<file path="src/rtl/instr_encoder.sv">
// RV32I instruction encoder: packs decoded fields into a 32-bit word
// with a byte address, range/format flags and a word-count limit.
module instr_encoder #(
    parameter logic [31:0] BASE_ADDR = 32'h0000_0000,
    parameter int          MAX_WORDS = 1024
) (
    input  logic        clk,
    input  logic        rst_n,
    input  logic        in_valid,
    output logic        in_ready,
    input  logic [6:0]  opcode,
    input  logic [4:0]  rd,
    input  logic [4:0]  rs1,
    input  logic [4:0]  rs2,
    input  logic [2:0]  funct3,
    input  logic [6:0]  funct7,
    input  logic [31:0] imm,
    input  logic        restart,
    output logic        out_valid,
    input  logic        out_ready,
    output logic [31:0] instr,
    output logic [31:0] addr,
    output logic        range_err,
    output logic        fmt_err,
    output logic        full
);

    typedef enum logic [1:0] {
        EMPTY,
        FILLING,
        FULL
    } state_t;

    localparam logic [16:0] MAXC = 17'(MAX_WORDS);

    state_t      state;
    logic [16:0] count;
    logic [16:0] count_inc;
    logic [31:0] next_addr;

    logic        is_r;
    logic        is_i;
    logic        is_s;
    logic        is_b;
    logic        is_u;
    logic        is_j;
    logic        i_ok;
    logic        b_ok;
    logic        j_ok;
    logic        u_ok;

    logic [31:0] enc;
    logic        enc_re;
    logic        enc_fe;
    logic        accept;
    logic        drain;

    assign is_r = opcode == 7'b0110011;
    assign is_i = opcode == 7'b0000011
               || opcode == 7'b0010011
               || opcode == 7'b1100111;
    assign is_s = opcode == 7'b0100011;
    assign is_b = opcode == 7'b1100011;
    assign is_u = opcode == 7'b0110111
               || opcode == 7'b0010111;
    assign is_j = opcode == 7'b1101111;

    // Sign-extension checks: the dropped high bits must all match.
    assign i_ok = (&imm[31:11]) | ~(|imm[31:11]);
    assign b_ok = ((&imm[31:12]) | ~(|imm[31:12])) & ~imm[0];
    assign j_ok = ((&imm[31:20]) | ~(|imm[31:20])) & ~imm[0];
    assign u_ok = ~(|imm[11:0]);

    always_comb begin
        enc    = 32'h0000_0013;
        enc_re = 1'b0;
        enc_fe = 1'b0;
        unique case (1'b1)
            is_r: begin
                enc = {funct7, rs2, rs1, funct3, rd, opcode};
            end
            is_i: begin
                enc    = {imm[11:0], rs1, funct3, rd, opcode};
                enc_re = ~i_ok;
            end
            is_s: begin
                enc    = {imm[11:5], rs2, rs1, funct3,
                          imm[4:0], opcode};
                enc_re = ~i_ok;
            end
            is_b: begin
                enc    = {imm[12], imm[10:5], rs2, rs1, funct3,
                          imm[4:1], imm[11], opcode};
                enc_re = ~b_ok;
            end
            is_u: begin
                enc    = {imm[31:12], rd, opcode};
                enc_re = ~u_ok;
            end
            is_j: begin
                enc    = {imm[20], imm[10:1], imm[11],
                          imm[19:12], rd, opcode};
                enc_re = ~j_ok;
            end
            default: begin
                enc_fe = 1'b1;
            end
        endcase
    end

    assign in_ready  = !restart && !full && (!out_valid || out_ready);
    assign accept    = in_valid && in_ready;
    assign drain     = out_valid && out_ready;
    assign count_inc = count + 17'd1;

    always_ff @(posedge clk or negedge rst_n) begin
        if (!rst_n) begin
            out_valid <= 1'b0;
            instr     <= 32'h0;
            addr      <= BASE_ADDR;
            range_err <= 1'b0;
            fmt_err   <= 1'b0;
        end else if (accept) begin
            out_valid <= 1'b1;
            instr     <= enc;
            addr      <= next_addr;
            range_err <= enc_re;
            fmt_err   <= enc_fe;
        end else if (drain) begin
            out_valid <= 1'b0;
        end
    end

    always_ff @(posedge clk or negedge rst_n) begin
        if (!rst_n) begin
            state     <= EMPTY;
            count     <= 17'd0;
            next_addr <= BASE_ADDR;
            full      <= 1'b0;
        end else if (restart) begin
            state     <= EMPTY;
            count     <= 17'd0;
            next_addr <= BASE_ADDR;
            full      <= 1'b0;
        end else if (accept) begin
            count     <= count_inc;
            next_addr <= next_addr + 32'd4;
            unique case (state)
                EMPTY, FILLING: begin
                    if (count_inc == MAXC) begin
                        state <= FULL;
                        full  <= 1'b1;
                    end else begin
                        state <= FILLING;
                    end
                end
                default: begin
                    state <= FULL;
                end
            endcase
        end
    end

endmodule

</file>
<file path="config.mk">
export PLATFORM = sky130hd
export DESIGN_NAME = instr_encoder
export DESIGN_NICKNAME = d
export VERILOG_FILES = /design/src/rtl/instr_encoder.sv
export SDC_FILE = /design/constraint.sdc
export NUM_CORES = 1
export LEC_CHECK = 0
export BUFFER_PORTS_ARGS = -buffer_cell sky130_fd_sc_hd__buf_2
export CELL_PAD_IN_SITES_DETAIL_PLACEMENT = 0
export CELL_PAD_IN_SITES_GLOBAL_PLACEMENT = 2
export CORE_MARGIN = 5
export CORE_UTILIZATION = 33
export DETAILED_ROUTE_END_ITERATION = 10
export GPL_TIMING_DRIVEN = 0
export PLACE_DENSITY_LB_ADDON = 0.15
export SYNTH_ARGS = -nofsm -noshare
export SYNTH_HDL_FRONTEND = slang
export SYNTH_SLANG_ARGS = --single-unit
</file>
<file path="constraint.sdc">
create_clock -name clk -period 6.3 [get_ports clk]
set_clock_uncertainty 0.2 [all_clocks]
set_input_delay 1.26 -clock clk [delete_from_list [all_inputs] [get_ports clk]]
set_output_delay 1.26 -clock clk [all_outputs]
set_load 0.05 [all_outputs]
</file>
# Word-level counts from Yosys, hierarchy flattened
# Cells that the tools add are included.
# word_totals
latch_bits	0
reg_bits	119
n_memories	0
input_bits	69
mem_bits_rw	0
out_inout_bits	69
elab_cells	78
rom_bits	0
# classes
reduce_logical	27
order_cmp	0
add_sub_neg	2
n_mux	17
n_eq_ne	11
multipliers	0
n_div	0
shift	0
n_bitwise	12
# op_table
cell	n
32-bit case mux with 6 select lines	1
32-bit 2-to-1 mux	2
17-bit 2-to-1 mux	2
32-bit by 3-bit adder with 32-bit output (second input constant)	1
12-bit OR reduction	2
7-bit by 6-bit equality test with 1-bit output (second input constant)	3
7-bit equality test (second input constant)	3
21-bit AND reduction	1
21-bit OR reduction	1
20-bit AND reduction	1
20-bit OR reduction	1
17-bit by 1-bit adder with 17-bit output (second input constant)	1
17-bit by 11-bit equality test with 1-bit output (second input constant)	1
7-bit by 5-bit equality test with 1-bit output (second input constant)	2
12-bit AND reduction	1
2-bit 2-to-1 mux	4
2-bit nonzero test	4
7-bit by 2-bit equality test with 1-bit output (second input constant)	1
1-bit 2-to-1 mux	7
1-bit inverter	7
6-bit OR reduction	1
1-bit logical AND	4
1-bit logical OR	4
1-bit case mux with 4 select lines	1
7 further kinds	13

# Depth between registers and ports, before layout
# Gate-level depths: netlist (run 1).
# depth
depth_word	6
depth_mapped	8
mapped_depth_nobuf	6

# Least setup slack after synthesis (run 1)
# OpenSTA, ideal clock, no wires.
# synth_path
path_kind	input-to-output
from	input port restart
to	output port in_ready
path_slack_ns	2.749
t_required_ns	4.840
t_arrival_ns	2.091
stages	3
cell_sequence	clkbuf_1 nor2_1 and2_1
# synth_via
elab_chain_cells	3
# synth_rtl
item	line	rtl
start, declared	18	input logic restart,
1-bit logical NOT	111	assign in_ready = !restart && !full && (!out_valid || out_ready);
1-bit logical AND (2 in series)	111	
end, declared	10	output logic in_ready,
# No other way between the ends.

# Final worst setup path (run 1)
# Same ends and word-level chain as after synthesis.

==> results by group, run 1 <==
Run status
  • Status: completed

Setup path
  • CP Cell Sequence: clkbuf_1 -> nor2_1 -> and2_1 -> buf_2
  • Critical path class: primary input to primary output
  • CP arrival: 2.28 ns
  • Crit path max fanout: 7
  • Worst Setup Start Kind: primary input
  • Slowest cell on crit path: nor2_1
  • R2R depth: 8
  • Stages on the worst setup path: 4
  • Worst Path Required: around 4.8 ns
  • CP bufs+invs: 2
  • Crit path largest cell delay: around 0.39 ns
  • Crit-path leading delay family: simple AND/OR/NAND/NOR gates
  • CP endpoint kind: primary output

Clocking
  • H-tree levels: 4
  • CTS tree: done
  • Clock root buffer: clkbuf_16
  • Clock Path Buffers: 2
  • Post-cts hold buffer count: 0
  • Clk sink count: ~110
  • Number of buffers created by CTS: 17
  • Post-CTS Setup Bufs: 0
  • Skew-Pair Late Insertion Delay: roughly 0.42 ns
  • Post-cts gate resize count: 0
  • Clk slew on worst S/H paths: about 0.050 ns

Die
  • Initial Util: approximately a third
  • IO Pins: 138
  • Die Ht: approximately 140 um
  • Core area: approximately 17,000 um2
  • Row cnt: 48
  • Die area: between 20,000 and 25,000 um2
  • Die Wd: 141 um

Synthesis
  • Number of synthesized flops with an enable pin: 0
  • Post-synthesis cell type count: 54
  • Cells after synthesis: approximately 630
  • Synth Flop Type: dfrtp_1
  • Yosys reg bits: between 100 and 150
  • Ys Warns: 0
  • Post-synthesis sequential area ratio: 50.0%
  • Synthesized area per cell: ~9.1 um2
  • Synthesized area: 5700 um2
  • Ys async rst share: 100%

Detailed routing
  • WL per Instance: 17.5 um
  • Vias per inst: 5.21
  • Routed wl met2: 8090 um
  • DR iter-0 viols: around 250
  • Routed Antenna Nets: 0
  • Via Count: 5,301
  • Max Used Layer: met4
  • DRC: 0
  • M1 WL: approximately 8400 um
  • Met3 routed WL: around 1000 um
  • 1st-pass router iterations: 6
  • Detailed Route WL: approximately 18,000 um

Hold path
  • HP Class: flip-flop to flip-flop
  • Hold Crit Depth: 1

Power and ir drop
  • Sw power: slightly below 0.0005 W
  • Ratio of total power to cell area: approximately 260 nW/um2
  • Total power: 0.00189 W
  • Sw Ratio: 26.0%
  • Reg power frac: 40.2%
  • Combinational share of power: 10.1%
  • Clock Power Share: roughly half
  • Pint: 0.00140 W
  • Static Leak: about 3.3 nW
  • Max VDD drop: 182 uV

Layout
  • Multi-input logic area: ~2700 um2
  • Area growth from synthesis to layout: 27.4%
  • Post-route insts no fill: approximately 1.0k
  • Nets: ~850
  • Commonest cells after routing, fill and taps aside: buf_2 (138), nand2_1 (126), dfrtp_1 (114)
  • Layout cells sized above 1: ~23%
  • Diodes inserted: 0
  • Fillers: roughly 1.8k
  • Fin util: 42.4%
  • Commonest non-fill, non-tap cell in the layout: buf_2
  • Seq. cell area: ~2900 um2

STA
  • Final Hold Viols: 0
  • Final worst path period share: 59.3%
  • Setup TNS: 0 ns
  • Setup violators final: 0
  • Achievable frequency: 0.268 GHz
  • Worst slew pin tran: ~0.73 ns
  • RSZ-0062 raised after global routing: false
  • Worst slew margin: between 50 and 60%
  • Final Max Tran Viols: 0
  • Post-layout minimum cycle time: approximately 3.7 ns

Global routing
  • Vias in the first global route: roughly 5.3k
  • Total track usage: 18.1%
  • Initial antenna violation count: 0
  • Largest net degree at the start of global routing: slightly below 60
  • First-pass GRT wire length: roughly 29,000 um
  • Total grt overflow: 0

Placement
  • IO Port Bufs: 134
  • Placed insts: 986
  • Final HPWL DP: between 10,000 and 15,000 um
  • RD Place Congestion: 0.819

Job
  • Maxcap violations: 0
## cells in the mapped netlist, drive strengths merged (2+ instances only)
| master | n | share of area (%) |
|---|---|---|
| a211o | 3 | 0.46 |
| inv | 8 | 0.53 |
| a22oi | 6 | 0.79 |
| ha | 2 | 0.44 |
| o41ai | 2 | 0.31 |
| nor3 | 9 | 0.79 |
| a32o | 3 | 0.53 |
| and2 | 6 | 0.66 |
| or3 | 14 | 1.5 |
| nor4 | 29 | 3.2 |
| a222oi | 10 | 1.8 |
| xor2 | 9 | 1.4 |
| and3 | 9 | 0.99 |
| nand3 | 23 | 2.2 |
| a221oi | 10 | 1.5 |
| buf | 10 | 0.97 |
| dfrtp | 114 | 50 |
| a21o | 3 | 0.39 |
| and4 | 6 | 0.92 |
| nand3b | 3 | 0.39 |
| nand4 | 19 | 2.3 |
| a21oi | 13 | 1.1 |
| nor2b | 2 | 0.22 |
| clkbuf | 27 | 1.8 |
| nand2 | 126 | 8.3 |
| o22ai | 2 | 0.22 |
| nand2b | 7 | 0.77 |
| nor2 | 60 | 4.0 |
| mux2 | 2 | 0.39 |
| xnor2 | 32 | 4.9 |
| o21ai | 38 | 3.3 |
## cells by family (layout without fill, tap and decap cells)
| kind of cell | count (synthesis) | in the layout | share of synthesized area (%) |
|---|---|---|---|
| AO/OA/AOI/OAI | 101 | 101 | 12.0 |
| XOR/XNOR | 41 | 41 | 6.30 |
| adder cells (fa/ha/maj) | 2 | 2 | 0.439 |
| buffers and inverters | 45 | 211 | 3.27 |
| flip-flops | 114 | 114 | 50.0 |
| multiplexers | 3 | 3 | 0.571 |
| other | 1 | 2 | 0.0658 |
| AND/OR/NAND/NOR | 318 | 318 | 27.3 |
## metal layers
metal,vias up,GRT usage (%)
met4,0,5.61
met3,25,5.19
met2,168,27.8
li1,2543,-
met1,2565,24.9
met5,-,0
## per-stage QoR
| step | area [um2] | setup WS (ns) | hold WS, ns |
|---|---|---|---|
| after floorplan | 5710 | 2.75 | 0.232 |
| after global placement | 6660 | 2.24 | 0.248 |
| after detailed placement | 6690 | 2.53 | 0.257 |
| after CTS | 7260 | 2.53 | 0.271 |
| after global routing | 7260 | 2.42 | 0.289 |
| final | 7260 | 2.56 | 0.264 |
## flip-flops by register name, indices dropped and copies added, names as in the netlist
name       count
addr          30
count         17
fmt_err        1
full           1
instr         32
next_addr     30
out_valid      1
range_err      1
state          1
## worst register-to-register path, stage by stage, from the launching register on
cell and delay, ns:
dfrtp_1 0.37, nand2b_1 0.07, clkbuf_1 0.36, and3_1 0.23, clkbuf_1 0.33, clkbuf_1 0.47
buf_2 0.35, nand2_1 0.10, nand2_1 0.06
## worst paths after layout
kind	from	slack, ns	end
worst max-delay path	restart	2.56	in_ready
worst min-delay path	state[1]	0.26	full
worst max register to register	out_valid	3.71	addr[27]
worst min register to register	state[1]	0.26	full
max in group asynchronous	rst_n	4.59	addr[28]
min in group asynchronous	rst_n	0.60	instr[26]
## layout make-up
cell class	count	share of cell area (%)
Inverter	8	0.414
Clock buffer	21	6.34
Tap cell	225	3.88
Timing Repair Buffer	135	9.70
Clock inverter	10	1.52
Sequential cell	114	39.3
Multi-Input combinational cell	467	36.7
Buffer	37	2.15
## power groups by stage
stage / registers, W / clock network, W / logic, W
floorplan: 0.000820 / 0 / 0.0000578
global placement: 0.000773 / 0 / 0.000189
detailed placement: 0.000773 / 0 / 0.000193
CTS: 0.000760 / 0.000960 / 0.000193
global route: 0.000762 / 0.000996 / 0.000208
finish: 0.000760 / 0.000938 / 0.000191
Power figures use the tool's default switching activity.
==> run 2, diff against run 1 <==
ABC_AREA = 1   (was not set)
CORE_UTILIZATION = 27   (was 33)
clock period = 3.39 ns   (was 6.3 ns; I/O delays follow)
==> run 2 against run 1 <==
Clock power is 110% higher. Utilization down 7.6 points. Sequential power is 87% higher. Sequential share of layout area decreased by 2.9 points. Hold slack lost 0.23 ns. Combinational power up 130%. Final area rose by 8.1%. Count of clock-buffer cells in the layout shrank 3. Die area up 29%. Critical endpoint is now count[16]. Largest power group unchanged.
==> results by group, run 2 <==
Setup path
  • Worst Path Required: 3.46 ns
  • Worst Setup Start Kind: primary input
  • Critical path class: primary input to flip-flop
  • CP arrival: between 2 and 3 ns
  • Crit path max fanout: 10
  • CP endpoint kind: flip-flop

Synthesis
  • Post-synthesis cell type count: 36
  • Synthesized area per cell: roughly 7.5 um2
  • Top cells by area, synth: dfrtp_1 (46%), nand2_1 (14%), inv_1 (5.6%)
  • Count leader, synth: nand2_1
  • Cells after synthesis: around 820
  • Ys Warns: 0
  • Synthesized area: about 6100 um2
  • Number of synthesized flops with an enable pin: 0
  • Post-synthesis sequential area ratio: a little under half
  • Dominant cell type by area after synthesis: dfrtp_1
  • Synth Flop Type: dfrtp_1
  • Yosys reg bits: about 110
  • Share of the synthesized area in the top cell type: 46.5%
  • Ys async rst share: 100%
  • Synth cell count leaders: nand2_1 (236), dfrtp_1 (114), inv_1 (91)

Layout
  • Max FFs per register: 32
  • Top reg by flops: instr
  • Commonest cells after routing, fill and taps aside: nand2_1 (236), buf_2 (143), dfrtp_1 (114)
  • Diodes inserted: 0
  • Commonest non-fill, non-tap cell in the layout: nand2_1
  • Nets: ~1.0k
  • Post-route insts no fill: between 1k and 1.5k
  • Layout cells sized above 1: ~22%
  • Area growth from synthesis to layout: 27.9%
  • Regs by FF count: instr (32), addr (30), next_addr (30)

Detailed routing
  • WL per Instance: roughly 17 um
  • DRC: 0
  • Detailed Route WL: between 20,000 and 25,000 um
  • DR iter-0 viols: slightly above 300
  • Vias per inst: ~4.7
  • Routed Antenna Nets: 0
  • 1st-pass router iterations: 5
  • Via Count: ~6.0k

Die
  • IO Pins: between 100 and 150
  • Die Wd: around 160 um
  • Row cnt: 55
  • Die area: roughly 26,000 um2
  • Initial Util: a little over a quarter
  • Die Ht: between 150 and 200 um
  • Core area: approximately 23,000 um2

Clocking
  • Clock root buffer: clkbuf_16
  • Clk slew on worst S/H paths: 0.06 ns
  • Post-CTS Setup Bufs: 0
  • Clk sink count: around 110
  • H-tree levels: 4
  • Post-cts gate resize count: 0
  • Skew-Pair Late Insertion Delay: 0.42 ns
  • Clock Path Buffers: 2
  • CTS tree: done
  • Number of buffers created by CTS: 17
  • Post-cts hold buffer count: 0

Run status
  • Status: completed

STA
  • Final Hold Viols: 0
  • Post-layout minimum cycle time: between 2 and 3 ns
  • Achievable frequency: between 0.3 and 0.4 GHz
  • Worst Setup Slack, final: ~0.78 ns
  • Worst slew margin: between 40% and 50%
  • Worst slew pin tran: around 0.78 ns
  • RSZ-0062 raised after global routing: false
  • Final worst path period share: 77.1%
  • Setup violators final: 0
  • Final Max Tran Viols: 0
  • Setup TNS: 0 ns

Placement
  • Place WS: 0.337 ns
  • Final HPWL DP: between 15,000 and 20,000 um
  • Placed insts: ~1.2k
  • RD Place Congestion: between 0.7 and 0.8
  • IO Port Bufs: approximately 140

Power and ir drop
  • Combinational share of power: roughly 11%
  • Sw power: roughly 0.0011 W
  • Pint: between 0.002 and 0.003 W
  • Sw Ratio: 27.8%
  • Max VDD drop: 296 uV
  • Reg power frac: ~37%
  • Ratio of total power to cell area: 488 nW/um2
  • Static Leak: 3.83 nW
  • Clock Power Share: about half

Global routing
  • Largest net degree at the start of global routing: 59
  • Total grt overflow: 0
  • Vias in the first global route: about 6.0k
  • Initial antenna violation count: 0
  • First-pass GRT wire length: between 30,000 and 40,000 um
  • Total track usage: ~17%

Job
  • Maxcap violations: 0

Hold path
  • HP Class: primary input to asynchronous set/reset pin
==> run 2: cell count changes in the layout (fill, tap and decap cells not counted), sizes merged, moves of 21 or more <==
cell,before,now
a21oi,13,34
inv,8,102
xnor2,32,0
o21ai,38,77
nand2,126,248
nor4,29,7
==> run 2: cell families after synthesis <==
kind of cell / count (synthesis) / synth area share [%]
and+or+nand+nor: 438 / 32.0
buffers and inverters: 121 / 7.71
DFF: 114 / 46.5
adders and majority gates: 2 / 0.408
other: 1 / 0.0611
AOI/OAI and AO/OA: 145 / 13.3
==> run 2: final cells by class <==
cell class / count / area [um2]
repair buffers: 136 / 709
flip-flops and latches: 114 / 2850
multi-input cells: 587 / 2820
well taps: 285 / 357
fillers: 2462 / 14700
plain buffers: 23 / 105
clock buffers: 18 / 439
clock inverters: 14 / 201
inverters: 98 / 368
==> run 2: per-layer routing <==
layer,vias to the layer above,GRT usage [%],wire length (um)
li1,3038,-,-
met1,2772,24.9,11100
met2,145,25.7,9460
met3,19,3.31,1000
met4,0,4.61,312
met5,-,0,0
==> run 2: power groups by stage <==
stage	logic [W]	registers [W]	clock network [W]
4_1_cts	0.000442	0.00142	0.00201
6_report	0.000431	0.00142	0.00198
3_5_place_dp	0.000440	0.00145	0
3_3_place_gp	0.000438	0.00144	0
2_1_floorplan	0.000126	0.00156	0
5_1_grt	0.000469	0.00142	0.00207
==> run 2: metrics by stage <==
step | area [um2] | hold WS [ns] | util (%) | power, W
2_1_floorplan | 6140 | 0.182 | - | 0.00169
3_3_place_gp | 7170 | 0.249 | 31.9 | 0.00188
3_5_place_dp | 7210 | 0.261 | 32.0 | 0.00189
4_1_cts | 7850 | 0.0525 | 34.9 | 0.00387
5_1_grt | 7850 | 0.0761 | 34.9 | 0.00397
6_report | 7850 | 0.0298 | 34.9 | 0.00383
==> run 2: path summary, 6_finish.rpt <==
kind | startpoint | end | slack [ns] | cells past startpoint
hold / removal | rst_n | instr[29] | 0.03 | 1
min in group clk | out_ready | out_valid | 0.27 | 2
setup reg to reg | out_valid | instr[31] | 0.92 | 8
max in group asynchronous | rst_n | next_addr[16] | 2.25 | 2
hold reg to reg | instr[28] | instr[28] | 0.27 | 2
setup / recovery | restart | count[16] | 0.78 | 6
==> run 2: critical path: stages <==
cell	delay, ns
buf_2	0.09
clkbuf_1	0.59
inv_1	0.28
nand2_1	0.37
clkbuf_1	0.49
o21ai_0	0.17
